==> src/rtl/game_sequencer_pkg.sv <==
// Shared snake-game types, step timing and screen constants.
// Compile this file ahead of the other design files so the `GAME_TICK and `MAX_LENGTH macros are visible.
`ifndef GAME_SEQUENCER_PKG_SV
`define GAME_SEQUENCER_PKG_SV

`define GAME_TICK 2500000
`define MAX_LENGTH 64

package game_sequencer_pkg;

    localparam int SCREEN_W = 640;
    localparam int SCREEN_H = 480;
    localparam int CELL_PX  = 16;

    typedef enum logic [1:0] {
        initial_state = 2'd0,
        game_state    = 2'd1,
        lose_state    = 2'd2
    } state_t;

    // Opposite headings differ only in bit 0.
    typedef enum logic [1:0] {
        dir_up    = 2'd0,
        dir_down  = 2'd1,
        dir_left  = 2'd2,
        dir_right = 2'd3
    } direction_t;

    function automatic direction_t opposite(input direction_t d);
        return direction_t'(d ^ 2'b01);
    endfunction

endpackage

`endif

==> src/rtl/game_sequencer_rise_detect.sv <==
// Rising-edge detector for synchronised button levels; history resets high so a
// button held through reset does not produce a pulse.
module rise_detect (
    input  logic clock,
    input  logic reset_n,
    input  logic in,
    output logic pulse
);

    logic prev_reg;

    always_ff @(posedge clock or negedge reset_n) begin
        if (!reset_n) begin
            prev_reg <= 1'b1;
        end else begin
            prev_reg <= in;
        end
    end

    assign pulse = in & ~prev_reg;

endmodule

==> src/rtl/game_sequencer.sv <==
// Snake game phase sequencer: start/lose FSM, step timer, turn buffering and score.
// Define HIGH_SCORE_EN to keep a best-score register; otherwise high_score is tied to 0.
module game_sequencer
    import game_sequencer_pkg::*;
#(
    parameter int TICK    = `GAME_TICK,
    parameter int SCORE_W = 16
) (
    input  logic                     clock,
    input  logic                     reset_n,
    input  logic                     btn_start,
    input  logic [3:0]               btn_dir,
    input  logic                     lose_logic,
    input  logic                     food_eaten,
    output state_t                   state,
    output direction_t               direction,
    output logic [$clog2(TICK)-1:0]  ms_count,
    output logic [SCORE_W-1:0]       score,
    output logic [SCORE_W-1:0]       high_score
);

    localparam int MS_W = $clog2(TICK);
    localparam logic [MS_W-1:0] MS_ONE  = MS_W'(1);
    localparam logic [MS_W-1:0] MS_LAST = MS_W'(TICK - 1);

    state_t              state_reg, state_next;
    direction_t          dir_reg, dir_next;
    direction_t          pend_reg, pend_next;
    logic [MS_W-1:0]     ms_reg, ms_next;
    logic [SCORE_W-1:0]  score_reg, score_next, score_inc;
    logic                start_pulse;
    logic                req_valid;
    direction_t          req_dir;

    rise_detect u_start_edge (
        .clock   (clock),
        .reset_n (reset_n),
        .in      (btn_start),
        .pulse   (start_pulse)
    );

    assign score_inc = (score_reg == {SCORE_W{1'b1}}) ? score_reg : score_reg + 1'b1;

    always_comb begin
        req_valid = |btn_dir;
        req_dir   = dir_right;
        if (btn_dir[3]) begin
            req_dir = dir_up;
        end else if (btn_dir[2]) begin
            req_dir = dir_down;
        end else if (btn_dir[1]) begin
            req_dir = dir_left;
        end
    end

    always_comb begin
        state_next = state_reg;
        dir_next   = dir_reg;
        pend_next  = pend_reg;
        ms_next    = ms_reg;
        score_next = score_reg;
        unique case (state_reg)
            initial_state: begin
                if (start_pulse) begin
                    state_next = game_state;
                    dir_next   = dir_right;
                    pend_next  = dir_right;
                    ms_next    = MS_ONE;
                    score_next = '0;
                end
            end
            game_state: begin
                if (req_valid && (req_dir != opposite(dir_reg))) begin
                    pend_next = req_dir;
                end
                // Committing the freshly filtered request keeps pending never opposite to direction.
                if (ms_reg == MS_LAST) begin
                    dir_next = pend_next;
                    ms_next  = '0;
                end else begin
                    ms_next = ms_reg + 1'b1;
                end
                if (food_eaten) begin
                    score_next = score_inc;
                end
                if (lose_logic) begin
                    state_next = lose_state;
                    ms_next    = MS_ONE;
                end
            end
            lose_state: begin
                if (start_pulse) begin
                    state_next = initial_state;
                end
            end
            default: begin
                state_next = initial_state;
            end
        endcase
    end

    always_ff @(posedge clock or negedge reset_n) begin
        if (!reset_n) begin
            state_reg <= initial_state;
            dir_reg   <= dir_right;
            pend_reg  <= dir_right;
            ms_reg    <= MS_ONE;
            score_reg <= '0;
        end else begin
            state_reg <= state_next;
            dir_reg   <= dir_next;
            pend_reg  <= pend_next;
            ms_reg    <= ms_next;
            score_reg <= score_next;
        end
    end

`ifdef HIGH_SCORE_EN
    logic [SCORE_W-1:0] high_reg;

    // score_next already carries any same-cycle food increment.
    always_ff @(posedge clock or negedge reset_n) begin
        if (!reset_n) begin
            high_reg <= '0;
        end else if ((state_reg == game_state) && lose_logic && (score_next > high_reg)) begin
            high_reg <= score_next;
        end
    end

    assign high_score = high_reg;
`else
    assign high_score = '0;
`endif

    assign state     = state_reg;
    assign direction = dir_reg;
    assign ms_count  = ms_reg;
    assign score     = score_reg;

endmodule

==> config.mk <==
export PLATFORM = sky130hd
export DESIGN_NAME = game_sequencer
export DESIGN_NICKNAME = d
export VERILOG_FILES = /design/src/rtl/game_sequencer_pkg.sv /design/src/rtl/game_sequencer_rise_detect.sv /design/src/rtl/game_sequencer.sv
export SDC_FILE = /design/constraint.sdc
export NUM_CORES = 1
export LEC_CHECK = 0
export CAP_MARGIN = 20
export CORE_ASPECT_RATIO = 0.7
export CORE_MARGIN = 2
export CORE_UTILIZATION = 38
export CTS_CLUSTER_SIZE = 8
export DETAILED_ROUTE_END_ITERATION = 10
export GPL_TIMING_DRIVEN = 1
export PLACE_DENSITY = 0.75
export SLEW_MARGIN = 40
export SYNTH_ARGS = -nofsm -noshare
export SYNTH_HDL_FRONTEND = slang
export SYNTH_SLANG_ARGS = --single-unit
==> constraint.sdc <==
create_clock -name clock -period 2.45 [get_ports clock]
set_input_delay 0.49 -clock clock [delete_from_list [all_inputs] [get_ports clock]]
set_output_delay 0.49 -clock clock [all_outputs]
set_load 0.05 [all_outputs]
==> impl_metrics.csv, run 1 <==
group,metric,value,unit
power,p_int,1.40,mW
floorplanning,die_area,7640,sq um
cells_and_area,area_growth,24.8,%
sta,fmax,452,MHz
sta,rsz0062_at_grt,"no",
sta,tns,0,ns
routing,drc_errors,0,
cells_and_area,final_nets,359,
synth,synth_area_leader_cell,"dfrtp_1",
global_routing,grt_pass1_wl,10300,um
worst_setup_path,r2r_end,"ms_count[15]",
clock_tree,clkTransAtPathRegs,0.09,ns
synth,synth.top_cells.by_area,"dfrtp_1, xnor2_1, dfstp_2, nor2_1, buf_4",
placement,port_buffers,50,
power,p_sw,0.884,mW
power,power_frac_comb,33.6,%
placement,dp.cells,435,
cells_and_area,largest_reg_flops,22,
global_routing,grt_overflow_total,0,
synth,ys_seq_area_share,42.9,%
worst_setup_path,path_max_fanout,8,
clock_tree,cts.sinks,45,
synth,ys_ff_latch,45,
synth,synth-async-reset-ratio,100,%
sta,worst_pin_slew,0.528,ns
floorplanning,rows,25,
worst_setup_path,critPathCaptureType,"output pin",
cells_and_area,diodes,0,
outcome,outcome,"finished clean",
sta,worst_clock_skew,0.0116,ns
synth,synth_warnings,0,
power,peakVddDrop,353,uV
global_routing,grt_max_degree,20,
placement,hpwl,4850,um
synth,synth.distinct_cells,50,
worst_setup_path,slowest_stage,"clkdlybuf4s50_1",
worst_setup_path,critPathArrivalTime,1.72,ns
global_routing,antenna_found_initial,0,
cells_and_area,mostFrequentLayoutCells,"clkdlybuf4s50_1, dfrtp_1, nor2_1",
clock_tree,cts_tree,"done",
run,maxCapViolCount,0,
clock_tree,cts_hold_buf,0,
synth,mappedNetlistArea,2640,sq um
sta,worst_slew_margin_rel,64.3,%
floorplanning,coreArea,6730,sq um
sta,slew_violations,0,
power,swShare,38.7,%
floorplanning,die_w,104,um
worst_setup_path,path_buf_inv,1,
routing,wl_per_cell,14.6,um
sta,setup_viol,0,
synth,synth_edf_count,0,
routing,first_iter_violations,116,
clock_tree,htree_num_levels,2,
floorplanning,io-pin-count,67,
power,p_clk_share,24.9,%
cells_and_area,drive_gt1_share,8.88,%
floorplanning,initial_utilization,39.3,%
synth,synth_top_area_share,36.9,%
floorplanning,fp.dieH,73.8,um
cells_and_area,final_common_cell,"clkdlybuf4s50_1",
worst_setup_path,slowest_delay,0.82,ns
synth,syn_inst,293,
power,leakagePower,1.30,nW
cells_and_area,nFillCells,616,
routing,vias,2285,
global_routing,grt_pass1_vias,2053,
clock_tree,cts_resized,0,
synth,avgSynthCellArea,9.01,sq um
cells_and_area,layout.cells.non_filler,443,
clock_tree,post_cts_buffers,0,
worst_setup_path,required,1.96,ns
clock_tree,clk_path_buf_depth,2,
routing,postRouteAntennaNets,0,
synth,ys.flop_type,"dfrtp_1",
worst_setup_path,cpLargestDelayFamily,"buffers and inverters",
worst_setup_path,r2r_setup_slack,0.27,ns
power,seqPwrFrac,41.5,%
routing,drtPass1Iterations,4,
clock_tree,root_buffer,"clkbuf_8",
clock_tree,cts_made_buffers,5,
routing,drt-total-wl,6460,um
clock_tree,clkLatencyLatePin,0.30,ns
worst_setup_path,critPathKind,"flip-flop to output pin",
global_routing,grtUsageTotal,16.8,%
min_path,hp-class,"input port to async pin",
routing,vias_per_cell,5.16,
worst_setup_path,r2r-start,"ms_count[0]",
worst_setup_path,reg2reg_depth,6,
sta,period_needed,2.21,ns
placement,gp_congestion,0.996,
power,power_density,694,nW/um^2
sta,final_hold_viol_count,0,
worst_setup_path,worst_setup_path_start_kind,"flip-flop",
worst_setup_path,path_cells,"clkdlybuf4s50_1",
sta,period_share,90.4,%
## metal layers
metal  global-route usage [%]  vias up  share of wire, %
li1                         -     1120                 -
met3                     3.82        4               6.1
met5                        0        -                 0
met2                     24.7       76                43
met1                     25.2     1085                50
met4                     3.75        0              0.62
## worst max path at each step
stage / start / to / slack, ns / depth (start not counted)
2_1_floorplan: ms_count[0] / ms_count[17] / 0.17 / 9
3_3_place_gp: btn_start / ms_count[21] / 0.26 / 7
3_5_place_dp: btn_start / ms_count[21] / 0.16 / 7
4_1_cts: direction[0] / direction[0] / 0.22 / 1
5_1_grt: ms_count[0] / ms_count[13] / 0.14 / 6
6_report: direction[0] / direction[0] / 0.24 / 1
## layout make-up
| cell class | count | area [sq um] | area share, % |
|---|---|---|---|
| Multi-Input combinational cell | 232 | 1350 | 40.9 |
| Sequential cell | 45 | 1130 | 34.4 |
| Timing Repair Buffer | 59 | 563 | 17.1 |
| Tap cell | 94 | 118 | 3.57 |
| Clock buffer | 5 | 68.8 | 2.09 |
| Clock inverter | 3 | 46.3 | 1.40 |
| Inverter | 5 | 18.8 | 0.569 |
## cell usage after synthesis (2+ instances only)
cell type	instances
nor2b_1	3
nor3_1	13
nor2_1	37
inv_1	5
nand2b_1	4
o311ai_0	2
nor4_1	7
a22o_1	3
and4_1	3
clkbuf_1	4
and3_1	8
mux2i_1	2
buf_6	5
a31oi_1	3
nand4_1	15
o21a_1	2
nand2_1	25
ha_1	2
xor2_1	3
and2_1	3
or3_1	4
nand3_1	15
a21oi_1	13
xnor2_1	21
dfstp_2	6
nor4b_1	2
dfrtp_1	39
o21ai_0	7
buf_4	16
## cell families (layout without fill, tap and decap cells)
| kind of cell | count (synthesis) | in the layout | synth area share [%] |
|---|---|---|---|
| AND/OR/NAND/NOR | 146 | 146 | 28.6 |
| flip-flops | 45 | 45 | 42.9 |
| AO/OA/AOI/OAI | 41 | 41 | 10.1 |
| buffers and inverters | 31 | 72 | 8.15 |
| XOR/XNOR | 24 | 24 | 7.96 |
| multiplexers | 3 | 3 | 1.18 |
| adder cells (fa/ha/maj) | 2 | 2 | 0.947 |
| other | 1 | 16 | 0.142 |
## power by group through the flow
stage | clock (mW) | sequential, mW | combinational [mW]
finish | 0.570 | 0.949 | 0.768
global route | 0.609 | 0.968 | 0.818
global placement | 0 | 0.957 | 0.754
CTS | 0.586 | 0.949 | 0.768
detailed placement | 0 | 0.964 | 0.764
floorplan | 0 | 1.11 | 0.392
## through the flow
step / setup slack [ns] / hold slack [ns] / util [%] / cell area (sq um) / power, mW
3_3_place_gp: 0.259 / 0.444 / 47.3 / 3180 / 1.71
4_1_cts: 0.223 / 0.117 / 49.0 / 3300 / 2.30
5_1_grt: 0.143 / 0.128 / 49.0 / 3300 / 2.40
2_1_floorplan: 0.173 / 0.194 / - / 2700 / 1.51
3_5_place_dp: 0.158 / 0.457 / 47.3 / 3180 / 1.73
6_report: 0.236 / 0.111 / 49.0 / 3300 / 2.29
No activity file was read; power rests on OpenSTA's default activity.
==> run 2: changes to the inputs <==
CTS_BUF_LIST = sky130_fd_sc_hd__clkbuf_16   (was default)
==> impl_metrics.csv, run 2 (same netlist as run 1, synthesis figures left out) <==
group,metric,value,unit
outcome,outcome,"finished clean",
routing,first_iter_violations,145,
cells_and_area,final_nets,359,
placement,postPlaceCellArea,3180,sq um
cells_and_area,mostFrequentLayoutCells,"clkdlybuf4s50_1, dfrtp_1, nor2_1",
clock_tree,cts_hold_buf,0,
power,swShare,37.0,%
floorplanning,coreArea,6730,sq um
worst_setup_path,startpoint,"direction[1]",
worst_setup_path,slowest_delay,0.82,ns
power,power_density,748,nW/um^2
power,power_frac_comb,30.7,%
clock_tree,post_cts_buffers,0,
sta,setup_viol,0,
sta,slew_violations,0,
cells_and_area,design_area,3350,sq um
worst_setup_path,critPathCaptureType,"output pin",
sta,rsz0062_at_grt,"no",
routing,vias,2315,
cells_and_area,largest_reg_flops,22,
worst_setup_path,r2r_end,"ms_count[15]",
power,p_int,1.58,mW
routing,postRouteAntennaNets,0,
worst_setup_path,worst_setup_path_start_kind,"flip-flop",
floorplanning,die_area,7640,sq um
cells_and_area,diodes,0,
global_routing,grt_pass1_wl,10400,um
clock_tree,clk_path_buf_depth,2,
placement,port_buffers,50,
run,maxCapViolCount,0,
worst_setup_path,path_max_fanout,7,
sta,tns,0,ns
clock_tree,cts_tree,"done",
power,seqPwrFrac,37.9,%
global_routing,antenna_found_initial,0,
routing,drtPass1Iterations,4,
worst_setup_path,critPathArrivalTime,1.71,ns
clock_tree,cts_made_buffers,5,
global_routing,grtUsageTotal,17.1,%
floorplanning,die_w,104,um
worst_setup_path,r2r_setup_slack,0.26,ns
min_path,hp-class,"input port to async pin",
power,p_clk_share,31.5,%
power,peakVddDrop,351,uV
global_routing,grt_max_degree,20,
worst_setup_path,slowest_stage,"clkdlybuf4s50_1",
routing,drc_errors,0,
power,p_sw,0.927,mW
worst_setup_path,reg2reg_depth,6,
clock_tree,clkTransAtPathRegs,0.07,ns
sta,period_share,89.9,%
worst_setup_path,critPathKind,"flip-flop to output pin",
cells_and_area,multi_input_area,1350,sq um
cells_and_area,final_common_cell,"clkdlybuf4s50_1",
cells_and_area,regArea,1130,sq um
worst_setup_path,required,1.96,ns
sta,final_hold_viol_count,0,
floorplanning,fp.dieH,73.8,um
worst_setup_path,r2r-start,"ms_count[0]",
clock_tree,cts_resized,0,
worst_setup_path,cpLargestDelayFamily,"buffers and inverters",
placement,hpwl,4850,um
clock_tree,root_buffer,"clkbuf_16",
worst_setup_path,cp-endpoint,"direction[1]",
placement,dp.cells,435,
sta,worst_clock_skew,0.0135,ns
sta,worst_slew_margin_rel,64.2,%
cells_and_area,layout.cells.non_filler,443,
floorplanning,io-pin-count,67,
placement,gp_congestion,0.996,
routing,drt-total-wl,6550,um
clock_tree,clkLatencyLatePin,0.30,ns
worst_setup_path,crit_cells,1,
sta,fmax,454,MHz
global_routing,grt_overflow_total,0,
cells_and_area,nFillCells,606,
power,p_total,2.51,mW
power,leakagePower,1.33,nW
clock_tree,cts.sinks,45,
floorplanning,initial_utilization,39.3,%
floorplanning,rows,25,
routing,wl_per_cell,14.8,um
routing,vias_per_cell,5.23,
global_routing,grt_pass1_vias,2060,
cells_and_area,drive_gt1_share,8.88,%
sta,period_needed,2.20,ns
worst_setup_path,path_buf_inv,1,
sta,worst_pin_slew,0.529,ns
cells_and_area,area_growth,27.0,%
sta,whs,0.123,ns
clock_tree,htree_num_levels,2,
worst_setup_path,path_cells,"clkdlybuf4s50_1",
## run 2: layout make-up
type	count	share of cell area, %
clock inverters	3	1.38
repair buffers	59	16.8
inverters	5	0.560
multi-input cells	232	40.2
flip-flops and latches	45	33.8
clock buffers	5	3.73
well taps	94	3.51
## run 2: worst min-delay path by stage
stage / slack (ns) / to / from
floorplan: 0.19 / ms_count[10] / reset_n
global placement: 0.44 / score[11] / reset_n
detailed placement: 0.46 / score[11] / reset_n
CTS: 0.14 / score[11] / reset_n
global route: 0.15 / score[10] / reset_n
finish: 0.12 / score[11] / reset_n
## run 2: per-layer routing
layer / up-vias / global-route usage, % / wire, um
li1: 1126 / - / -
met1: 1106 / 25.6 / 3300
met2: 75 / 24.7 / 2750
met3: 8 / 3.99 / 426
met4: 0 / 5.26 / 70
met5: - / 0 / 0
## run 2: metrics by stage
stage	utilization [%]	worst slack, ns
finish	49.9	0.249
global route	49.9	0.148
CTS	49.9	0.242
detailed placement	47.3	0.158
global placement	47.3	0.259
floorplan	-	0.173
## run 2: power by group through the flow
| stage | combinational, mW | sequential, mW | clock (mW) |
|---|---|---|---|
| floorplan | 0.392 | 1.11 | 0 |
| global placement | 0.754 | 0.957 | 0 |
| detailed placement | 0.764 | 0.964 | 0 |
| CTS | 0.768 | 0.950 | 0.793 |
| global route | 0.818 | 0.969 | 0.820 |
| finish | 0.770 | 0.949 | 0.789 |
==> run 3: changes to the inputs <==
ABC_AREA = 1   (was default)
PLACE_DENSITY = 0.73   (was 0.75)
SKIP_LAST_GASP = 1   (was default)
==> impl_metrics.csv, run 3 <==
group,metric,value,unit
outcome,outcome,"finished clean",
sta,setup_viol,0,
worst_setup_path,path_buf_inv,1,
routing,vias,2910,
sta,period_share,87.4,%
cells_and_area,regArea,1130,sq um
sta,slew_violations,0,
cells_and_area,mostFrequentLayoutCells,"nand2_1, nor2_1, clkdlybuf4s50_1",
clock_tree,cts_resized,0,
global_routing,grt_pass1_vias,2684,
run,maxCapViolCount,0,
worst_setup_path,critPathArrivalTime,1.65,ns
synth,ys_seq_area_share,38.1,%
synth,synth_warnings,0,
synth,synth_area_leader_cell,"dfrtp_1",
worst_setup_path,worst_setup_path_start_kind,"flip-flop",
routing,drt-total-wl,7900,um
floorplanning,die_w,110,um
synth,synth.distinct_cells,35,
worst_setup_path,slowest_stage,"clkdlybuf4s50_1",
cells_and_area,final_nets,488,
clock_tree,htree_num_levels,2,
synth,synth-async-reset-ratio,100,%
sta,finalWorstSetupSlack,0.308,ns
routing,postRouteAntennaNets,0,
sta,fmax,467,MHz
synth,synth_top_area_share,32.8,%
sta,rsz0062_at_grt,"no",
clock_tree,clk_path_buf_depth,2,
clock_tree,clkTransAtPathRegs,0.06,ns
synth,ys.flop_type,"dfrtp_1",
routing,first_iter_violations,328,
cells_and_area,multi_input_area,1540,sq um
sta,final_hold_viol_count,0,
routing,wl_per_cell,13.7,um
clock_tree,cts.sinks,45,
placement,postPlaceCellArea,3510,sq um
placement,gp_congestion,0.929,
power,power_density,679,nW/um^2
synth,mappedNetlistArea,2970,sq um
power,leakagePower,1.63,nW
clock_tree,clkLatencyLatePin,0.29,ns
floorplanning,coreArea,7450,sq um
floorplanning,initial_utilization,39.9,%
synth,syn_inst,422,
placement,hpwl,5870,um
worst_setup_path,slowest_delay,0.87,ns
clock_tree,cts_made_buffers,5,
placement,port_buffers,50,
sta,worst_slew_margin_rel,61.2,%
cells_and_area,largest_reg_flops,22,
synth,synth_common_cells,"nand2_1, nor2_1, inv_1",
cells_and_area,diodes,0,
cells_and_area,nFillCells,713,
worst_setup_path,cpLargestDelayFamily,"buffers and inverters",
placement,dp_slack,0.319,ns
floorplanning,rows,26,
min_path,hp-class,"input port to async pin",
clock_tree,post_cts_buffers,0,
global_routing,antenna_found_initial,0,
sta,period_needed,2.14,ns
cells_and_area,area_growth,23.6,%
power,peakVddDrop,531,uV
floorplanning,io-pin-count,67,
worst_setup_path,path_cells,"clkdlybuf4s50_1",
global_routing,grt_overflow_total,0,
cells_and_area,drive_gt1_share,8.58,%
cells_and_area,design_area,3680,sq um
synth,ys_ff_latch,45,
sta,worst_pin_slew,0.582,ns
routing,drtPass1Iterations,4,
routing,vias_per_cell,5.05,
sta,tns,0,ns
sta,worst_clock_skew,0.00324,ns
synth,yosysMostFrequentCell,"nand2_1",
routing,drc_errors,0,
global_routing,grt_max_degree,46,
worst_setup_path,required,1.96,ns
floorplanning,die_area,8560,sq um
cells_and_area,final_common_cell,"nand2_1",
clock_tree,cts_hold_buf,0,
worst_setup_path,critPathCaptureType,"output pin",
global_routing,grt_pass1_wl,13200,um
synth,synth.top_cells.by_area,"dfrtp_1, nand2_1, nor2_1, nand3_1, inv_1",
clock_tree,cts_tree,"done",
clock_tree,root_buffer,"clkbuf_16",
global_routing,grtUsageTotal,19.7,%
worst_setup_path,path_max_fanout,6,
worst_setup_path,critPathKind,"flip-flop to output pin",
synth,avgSynthCellArea,7.05,sq um
floorplanning,fp.dieH,78.0,um
synth,synth_edf_count,0,
run 3: changes by cell type after synthesis, moves of 9 or more:
cell	delta
a21oi_1	-9
inv_1	+39
nand2_1	+101
nand3_1	+24
nor2_1	+17
xnor2_1	-19
run 3: power by group:
part           total (mW)  internal (mW)  switching [mW]
Combinational       0.814          0.225           0.589
Sequential          0.910          0.839          0.0709
Clock               0.772          0.478           0.294
Total                2.50           1.54           0.954
run 3: worst paths after layout:
check | from | endpoint | cells after the start | slack, ns
setup / recovery | ms_count[7] | ms_count[7] | 1 | 0.31
hold / removal | reset_n | ms_count[17] | 2 | 0.27
setup reg to reg | ms_count[0] | ms_count[8] | 10 | 0.54
hold reg to reg | pend_reg[0] | pend_reg[0] | 2 | 0.48
max in group asynchronous | reset_n | ms_count[11] | 2 | 1.77
min in group clock | pend_reg[0] | pend_reg[0] | 2 | 0.48
run 3: area by class of cell:
type	instances	area share, %
clock buffers	5	3.40
clock inverters	3	1.12
well taps	98	3.34
repair buffers	55	14.5
flip-flops and latches	45	30.8
multi-input cells	322	41.8
inverters	48	4.97
run 3: cells by family after synthesis:
family	synth area share (%)
fa+ha+maj	0.841
other cells	0.126
xor+xnor	3.53
simple gates	39.3
flops	38.1
buf+inv	12.1
compound gates	6.06
run 3: per-stage QoR:
step	utilization, %	power, mW	instances	hold slack (ns)
after floorplan	-	1.54	437	0.194
after global placement	47.1	1.72	568	0.464
after detailed placement	47.1	1.74	568	0.464
after CTS	49.3	2.51	576	0.313
after global routing	49.3	2.63	576	0.348
final	49.3	2.50	576	0.270
run 3: metal layers:
layer / GRT usage (%) / up-vias / wire length, um
met1: 30.6 / 1358 / 3860
li1: - / 1434 / -
met2: 28.3 / 110 / 3450
met4: 5.95 / 0 / 89
met5: 0 / - / 0
met3: 2.24 / 8 / 493
